--- config.mk ---
export PLATFORM = sky130hd
export DESIGN_NAME = kbd_source_arbiter
export DESIGN_NICKNAME = d
export VERILOG_FILES = /design/src/rtl/kbd_source_arbiter.sv
export SDC_FILE = /design/constraint.sdc
export NUM_CORES = 1
export LEC_CHECK = 0
export CORE_AREA = 2 2 77 79
export DETAILED_ROUTE_END_ITERATION = 12
export DIE_AREA = 0 0 79 81
export GPL_TIMING_DRIVEN = 0
export PLACE_DENSITY = 0.75
export SETUP_SLACK_MARGIN = 0.15
export SLEW_MARGIN = 20
export SYNTH_ARGS = -nofsm -noshare
export SYNTH_HDL_FRONTEND = slang
export SYNTH_SLANG_ARGS = --single-unit
export TNS_END_PERCENT = 20
--- constraint.sdc ---
create_clock -name clk25 -period 2.2 [get_ports clk25]
set_clock_uncertainty 0.2 [all_clocks]
set_input_delay 0.44 -clock clk25 [delete_from_list [all_inputs] [get_ports clk25]]
set_output_delay 0.44 -clock clk25 [all_outputs]
set_load 0.01 [all_outputs]
--- src/rtl/kbd_source_arbiter.sv ---
// Merges PS/2 and UART byte pulses into one PIA keyboard register; pulse to strobe in 2 cycles, one char per ack.
// Sources cannot stall: a byte arriving while its holding register is still full is dropped with an overrun pulse. Optional: KBD_ARB_UPCASE_EN.
module kbd_source_arbiter #(
  parameter int FIFO_DEPTH = 4,
  localparam int AW = $clog2(FIFO_DEPTH),
  localparam int CW = AW + 1
) (
  input  logic          clk25,
  input  logic          rst,
  input  logic          ps2_en,
  input  logic [7:0]    ps2_data,
  input  logic          ps2_valid,
  input  logic          uart_en,
  input  logic [7:0]    uart_data,
  input  logic          uart_valid,
  output logic [6:0]    key_data,
  output logic          key_strobe,
  input  logic          key_ack,
  output logic          overrun,
  output logic [CW-1:0] fifo_count
);

  typedef enum logic {ST_EMPTY, ST_PRESENT} state_t;

  state_t        state;
  logic          ps2_full, uart_full;
  logic [6:0]    ps2_hold, uart_hold;
  logic          prio;  // 0 = PS/2 wins a tie, 1 = UART
  logic [6:0]    mem [FIFO_DEPTH];
  logic [AW-1:0] wr_ptr, rd_ptr;

  logic       ps2_cap, uart_cap, fifo_full, pop, wr_ok;
  logic       gnt_ps2, gnt_uart, wr;
  logic [6:0] wr_dat, sel_dat;

  function automatic logic [6:0] map_char(input logic [6:0] d);
`ifdef KBD_ARB_UPCASE_EN
    if (d >= 7'h61 && d <= 7'h7A) return d - 7'h20;
`endif
    return d;
  endfunction

  // LF is swallowed here so it never occupies a holding slot or causes overrun
  assign ps2_cap   = ps2_valid & ps2_en & (ps2_data[6:0] != 7'h0A);
  assign uart_cap  = uart_valid & uart_en & (uart_data[6:0] != 7'h0A);

  assign fifo_full = (fifo_count == CW'(FIFO_DEPTH));
  assign pop       = (state == ST_EMPTY) && (fifo_count != '0);
  assign wr_ok     = !fifo_full || pop;
  assign gnt_ps2   = wr_ok & ps2_full & (!uart_full | !prio);
  assign gnt_uart  = wr_ok & uart_full & (!ps2_full | prio);
  assign wr        = gnt_ps2 | gnt_uart;
  assign sel_dat   = gnt_ps2 ? ps2_hold : uart_hold;
  assign wr_dat    = map_char(sel_dat);

  always_ff @(posedge clk25) begin
    if (wr) mem[wr_ptr] <= wr_dat;
  end

  always_ff @(posedge clk25) begin
    if (rst) begin
      state      <= ST_EMPTY;
      key_strobe <= 1'b0;
      key_data   <= '0;
      ps2_full   <= 1'b0;
      uart_full  <= 1'b0;
      ps2_hold   <= '0;
      uart_hold  <= '0;
      prio       <= 1'b0;
      wr_ptr     <= '0;
      rd_ptr     <= '0;
      fifo_count <= '0;
      overrun    <= 1'b0;
    end else begin
      // a slot drained this cycle can take a new byte in the same cycle
      if (ps2_cap && (!ps2_full || gnt_ps2)) begin
        ps2_full <= 1'b1;
        ps2_hold <= ps2_data[6:0];
      end else if (gnt_ps2) begin
        ps2_full <= 1'b0;
      end

      if (uart_cap && (!uart_full || gnt_uart)) begin
        uart_full <= 1'b1;
        uart_hold <= uart_data[6:0];
      end else if (gnt_uart) begin
        uart_full <= 1'b0;
      end

      overrun <= (ps2_cap & ps2_full & !gnt_ps2) | (uart_cap & uart_full & !gnt_uart);

      if (gnt_ps2)       prio <= 1'b1;
      else if (gnt_uart) prio <= 1'b0;

      if (wr)  wr_ptr <= wr_ptr + AW'(1);
      if (pop) rd_ptr <= rd_ptr + AW'(1);
      case ({wr, pop})
        2'b10:   fifo_count <= fifo_count + CW'(1);
        2'b01:   fifo_count <= fifo_count - CW'(1);
        default: fifo_count <= fifo_count;
      endcase

      case (state)
        ST_EMPTY: begin
          if (pop) begin
            key_data   <= mem[rd_ptr];
            key_strobe <= 1'b1;
            state      <= ST_PRESENT;
          end
        end
        ST_PRESENT: begin
          if (key_ack) begin
            key_strobe <= 1'b0;
            state      <= ST_EMPTY;
          end
        end
        default: begin
          key_strobe <= 1'b0;
          state      <= ST_EMPTY;
        end
      endcase
    end
  end

endmodule

== Yosys cells after proc, flatten, opt, wreduce, memory -nomap -nowiden ==
Memories as Yosys holds them, arrays and structs flattened. A register that Yosys moved wholly into a read port is not among the register bits.
Index checks and enable logic that the tools add are counted.

* Bits in registers: 27
* Memories kept: 1
* Word-level logic and storage cells: 74
* Output and inout bits: 12
* Bits of input ports: 23
* Memory bits (writable): 28

{| class="wikitable"
|+ Memories
! memory !! depth !! width !! rd ports !! clocked after memory_dff !! write ports !! RTL line !! RTL
|-
| mem || 4 || 7 || 1 || 1 || 1 || 29 || <nowiki>logic [6:0] mem [FIFO_DEPTH];</nowiki>
|}

* Multiplexer cells: 15
* $add $sub $neg: 4
* Reduce and logical (&&, ||, !) cells: 19
* Bitwise logic cells: 17
* Eq/ne operators: 7

{| class="wikitable"
|+ Operators with widths
! cell !! count
|-
| inequality test 7 x 4 -> 1 bit, second input constant || 2
|-
| AND 1 bit || 12
|-
| two-way mux 1 bit || 11
|-
| nonzero test 2 bit || 4
|-
| two-way mux 7 bit || 1
|-
| zero test 1 bit || 6
|-
| one-hot mux 3 bit (2 select lines) || 1
|-
| adder 2 x 1 -> 2 bit, second input constant || 2
|-
| inequality test 2 bit, second input constant || 2
|-
| bitwise OR 1 bit || 4
|-
| one-hot mux 1 bit (2 select lines) || 2
|-
| AND reduction 2 bit || 2
|-
| adder 3 x 1 -> 3 bit, second input constant || 1
|-
| == test 3 bit, second input constant || 1
|-
| logical AND 1 bit || 3
|-
| logical OR 1 bit || 3
|-
| nonzero test 3 bit || 1
|-
| subtractor 3 x 1 -> 3 bit, second input constant || 1
|-
| == test 2 x 1 -> 1 bit, second input constant || 1
|-
| == test 2 bit, second input constant || 1
|-
| inverter 1 bit || 1
|}

== Logic depth before layout (Yosys ltp) ==
* Depth in word-level cells: 8
* Mapped depth: 10
* Depth with buffers taken out: 9

== Worst setup path after synthesis ==
Ideal clock, no wire load.

* Path type: reg-to-reg
* Start point: reg fifo_count[0]
* End point: reg fifo_count[2]
* Buffers on the path: 1
* Slack: -302 ps
* Clock period less this slack: 2502 ps
* Data required time: 1929 ps
* Stages on the path, launching flop included: 11
* Library setup time: 71 ps
* Arrival time: 2230 ps
* Path through: dfxtp_1 -> nor3_1 -> or2_2 -> buf_2 -> inv_2 -> ha_1 -> inv_1 -> fa_1 -> xor2_1 -> or3_1 -> a21oi_1

* Cells in the longest elaborated chain, start to end: 8
* Elaborated cells between the ends (all ways): 16
* Those cells by class: add/sub: 2; eq/ne: 3; mux: 1; bitwise: 5; reduce/logical: 5

{| class="wikitable"
|+ Ends and longest elaborated chain
! item !! RTL line !! RTL
|-
| start, declared || 20 || <nowiki>output logic [CW-1:0] fifo_count</nowiki>
|-
| start signal, assigned || 98 || <nowiki>2'b10: fifo_count <= fifo_count + CW'(1);</nowiki>
|-
| start signal, assigned || 99 || <nowiki>2'b01: fifo_count <= fifo_count - CW'(1);</nowiki>
|-
| start signal, assigned || 100 || <nowiki>default: fifo_count <= fifo_count;</nowiki>
|-
| nonzero test 3 bit * || 48 || <nowiki>assign pop = (state == ST_EMPTY) && (fifo_count != '0);</nowiki>
|-
| logical AND 1 bit * || 48 ||
|-
| via pop || 32 || <nowiki>logic ps2_cap, uart_cap, fifo_full, pop, wr_ok;</nowiki>
|-
| logical OR 1 bit || 49 || <nowiki>assign wr_ok = !fifo_full || pop;</nowiki>
|-
| AND 1 bit (on tied branches) (2 in a row) || 50, 51 ||
|-
| bitwise OR 1 bit || 52 || <nowiki>assign wr = gnt_ps2 | gnt_uart;</nowiki>
|-
| == test 2 x 1 -> 1 bit / == test 2 bit (equally long branches) || 97 || <nowiki>case ({wr, pop})</nowiki>
|-
| one-hot mux 3 bit (2 select lines) / nonzero test 2 bit (equally long branches) || - ||
|}

Mark *: on every way through the listed nets, which the timed path passes. The rest lies on a longest branch.
A chain may end at the register's enable or synchronous reset.

== Worst setup path in the final report ==
* Start point: reg state
* End point: reg fifo_count[2]

* Cells in the longest elaborated chain, start to end: 8
* Elaborated cells between the ends (all ways): 12
* Those cells by class: eq/ne: 2; mux: 1; bitwise: 6; reduce/logical: 3

{| class="wikitable"
|+ Ends and longest elaborated chain
! item !! RTL line !! RTL
|-
| start, declared || 25 || <nowiki>state_t state;</nowiki>
|-
| start signal, assigned || 62 || <nowiki>state <= ST_EMPTY;</nowiki>
|-
| start signal, assigned || 108 || <nowiki>state <= ST_PRESENT;</nowiki>
|-
| start signal, assigned || 114 || <nowiki>state <= ST_EMPTY;</nowiki>
|-
| inverter 1 bit (no source line) * || - ||
|-
| logical AND 1 bit * || 48 ||
|-
| logical OR 1 bit || 49 ||
|-
| AND 1 bit (on tied branches) (2 in a row) || 50, 51 ||
|-
| bitwise OR 1 bit || 52 ||
|-
| == test 2 x 1 -> 1 bit / == test 2 bit (equally long branches) || 97 ||
|-
| one-hot mux 3 bit (2 select lines) / nonzero test 2 bit (equally long branches) || - ||
|}

Mark *: on every way between the ends. The rest lies on a longest branch, timed or not.

==> flow_summary.json <==
{
  "start_kind": "flop",
  "initial_core_util_pct": 46.8,
  "syn_to_final_growth_pct": 28.4,
  "die_x_um": 79,
  "violations": "negative setup slack",
  "final.setup.worst_slack_ns": -0.0983,
  "synth_edf_count": 28,
  "clock_latency_ns": 0.33,
  "ys_warn_count": 0,
  "grt_max_degree": 11,
  "die_h_um": 81,
  "peakVddDrop_v": 0.000567,
  "cts.sinks": 62,
  "hold_path_class": "in -> reg",
  "io_buffer_count": 31,
  "synth_area_leaders": "edfxtp_1, dfxtp_1, mux4_2",
  "syn_area_um2": 2660,
  "synth_top_area_cell": "edfxtp_1",
  "cts_buffers": 9,
  "timing.final.crit_share_pct": 104,
  "postSynthAreaPerCell_um2": 12.1,
  "overflow": 0,
  "rows": 28,
  "finalMaxSlewViolations": 0,
  "io-pin-count": 35,
  "dp_slack_ns": -0.233,
  "drt-initial-drc-count": 129,
  "setup_viol": 1,
  "wl_per_cell_um": 14.4,
  "grt_pass1_vias": 1747,
  "max_freq_mhz": 435,
  "grt_pass1_wl_mm": 8.42,
  "place_hpwl_mm": 3.35,
  "synth_top_area_share_pct": 31.7,
  "fin_nets": 300,
  "cts.clk_slew.worst_paths_ns": 0.07,
  "synth.net_count": 249,
  "ys.flop_type": "dfxtp_1",
  "crit_path_max_fanout": 5,
  "multi_input_area_um2": 1120,
  "track_usage_pct": 17.7,
  "ys_ff_latch": 62,
  "status": "complete, but fails checks",
  "pwr_density_cell_nw_per_um2": 973,
  "drive_gt1_share_pct": 26.4,
  "critical_path_required_ns": 2.26,
  "antenna_found_initial": 0,
  "detail_route.first_pass.iterations": 4,
  "drcViolationCount": 0,
  "die-area_um2": 6400,
  "cts-root-buf": "clkbuf_8",
  "criticalPathCategory": "reg -> reg",
  "syn_inst": 220,
  "antennaDiodeCount": 0,
  "ys_types": 37,
  "nFillCells": 481,
  "totalWireLength_mm": 5.04,
  "seq_area_um2": 1530,
  "cap_violations": 0,
  "coreArea_um2": 5680,
  "worst_pin_slew_ns": 0.611,
  "tritoncts": "yes",
  "vias_per_cell": 5.01,
  "hold_viol_final": 0,
  "slew_headroom_pct": 59.3,
  "setup_tns_ns": -0.0983,
  "place.gp.congestion": 0.774,
  "power.leakage_nw": 1.21,
  "finalCriticalPeriod_ns": 2.30,
  "ant_nets": 0,
  "cp.arrival_ns": 2.36,
  "clockBufferDepth": 2,
  "crit_path_end_kind": "flop",
  "layout_commonest_cell": "clkdlybuf4s50_1",
  "grt_setup_unrepaired": "yes",
  "fin_util_pct": 60.1,
  "num_vias": 1757,
  "htreeDepth": 3,
  "async_reset_ff_share_pct": 0,
  "most-common-layout-cells": "clkdlybuf4s50_1, dfxtp_1, edfxtp_1, a21oi_1, nand2_1",
  "yosysSeqAreaShare_pct": 57.3
}
-- cell usage after synthesis, types with 3 or more instances --
master and number:
ha_1 5, inv_1 9, buf_2 3, mux2_2 7
mux4_2 7, xnor2_1 3, nor2_1 10, nand2_1 18
clkbuf_1 5, and2_1 5, a21bo_1 4, a21bo_2 10
edfxtp_1 28, nand3_1 14, a21oi_1 27, dfxtp_1 34
-- routing by layer --
metal,track usage [%],part of all wire [%],vias to the layer above
met3,4.33,3.1,5
met2,30.5,52,35
li1,-,-,896
met4,8.45,1.1,0
met5,0,0,-
met1,21.0,44,821
-- critical path, stage by stage (launching register included) --
cell and delay (ns):
dfxtp_4 0.37, nor4bb_4 0.29, buf_4 0.18, nor2_4 0.04, inv_2 0.07, ha_4 0.13, inv_2 0.04, fa_2 0.33
xor2_1 0.15, or3_1 0.32, a21oi_2 0.11
-- final timing paths --
path,slack [ns],start,cells after the start,endpoint
max,-0.1,state,10,fifo_count[2]
min,0.21,rst,2,key_data[6]
min reg2reg,0.25,key_data[0],2,key_data[0]
max reg2reg,-0.1,state,10,fifo_count[2]
-- through the flow --
stage / std cells / total power, mW / hold WS, ns / area (µm²)
6_report: 351 / 3.32 / 0.210 / 3410
5_1_grt: 351 / 3.52 / 0.228 / 3410
2_1_floorplan: 220 / 2.02 / 0.252 / 2690
3_5_place_dp: 326 / 2.33 / 0.246 / 3090
3_3_place_gp: 326 / 2.30 / 0.242 / 3090
4_1_cts: 351 / 3.34 / 0.194 / 3380
-- flip-flops by register name (all words and copies together), names as in the netlist --
| register | flops |
|---|---|
| mem | 28 |
| key_data | 7 |
| ps2_hold | 7 |
| uart_hold | 7 |
| fifo_count | 3 |
| rd_ptr | 2 |
| wr_ptr | 2 |
| key_strobe | 1 |
| overrun | 1 |
| prio | 1 |
| ps2_full | 1 |
| state | 1 |
| uart_full | 1 |
-- area by class of cell --
type	count	share of cell area, %
well taps	75	2.75
inverters	10	1.32
clock inverters	2	0.257
clock buffers	14	4.48
multi-input cells	136	32.8
plain buffers	12	2.28
flip-flops and latches	62	45.0
repair buffers	40	11.1
-- cells by family after synthesis --
family	after synthesis	synth area share (%)
adder cells (fa/ha/maj)	6	3.11
buffers and inverters	22	4.10
AND/OR/NAND/NOR	58	10.7
flip-flops	62	57.3
AO/OA/AOI/OAI	53	14.2
multiplexers	14	8.90
XOR/XNOR	5	1.65
-- timing repair --
item / CTS / global route
resized for setup: 14 / 6
pin swaps: 2 / 1
setup buffers: 9 / 0
hold buffers: 0 / 0
setup endpoints to repair: 18 / 42
-- where the power goes --
part	internal, mW	total [mW]	switching (mW)
combinational	0.576	1.05	0.476
clock	0.436	0.832	0.396
sequential	1.35	1.43	0.0805
Power figures use the tool's default switching activity.
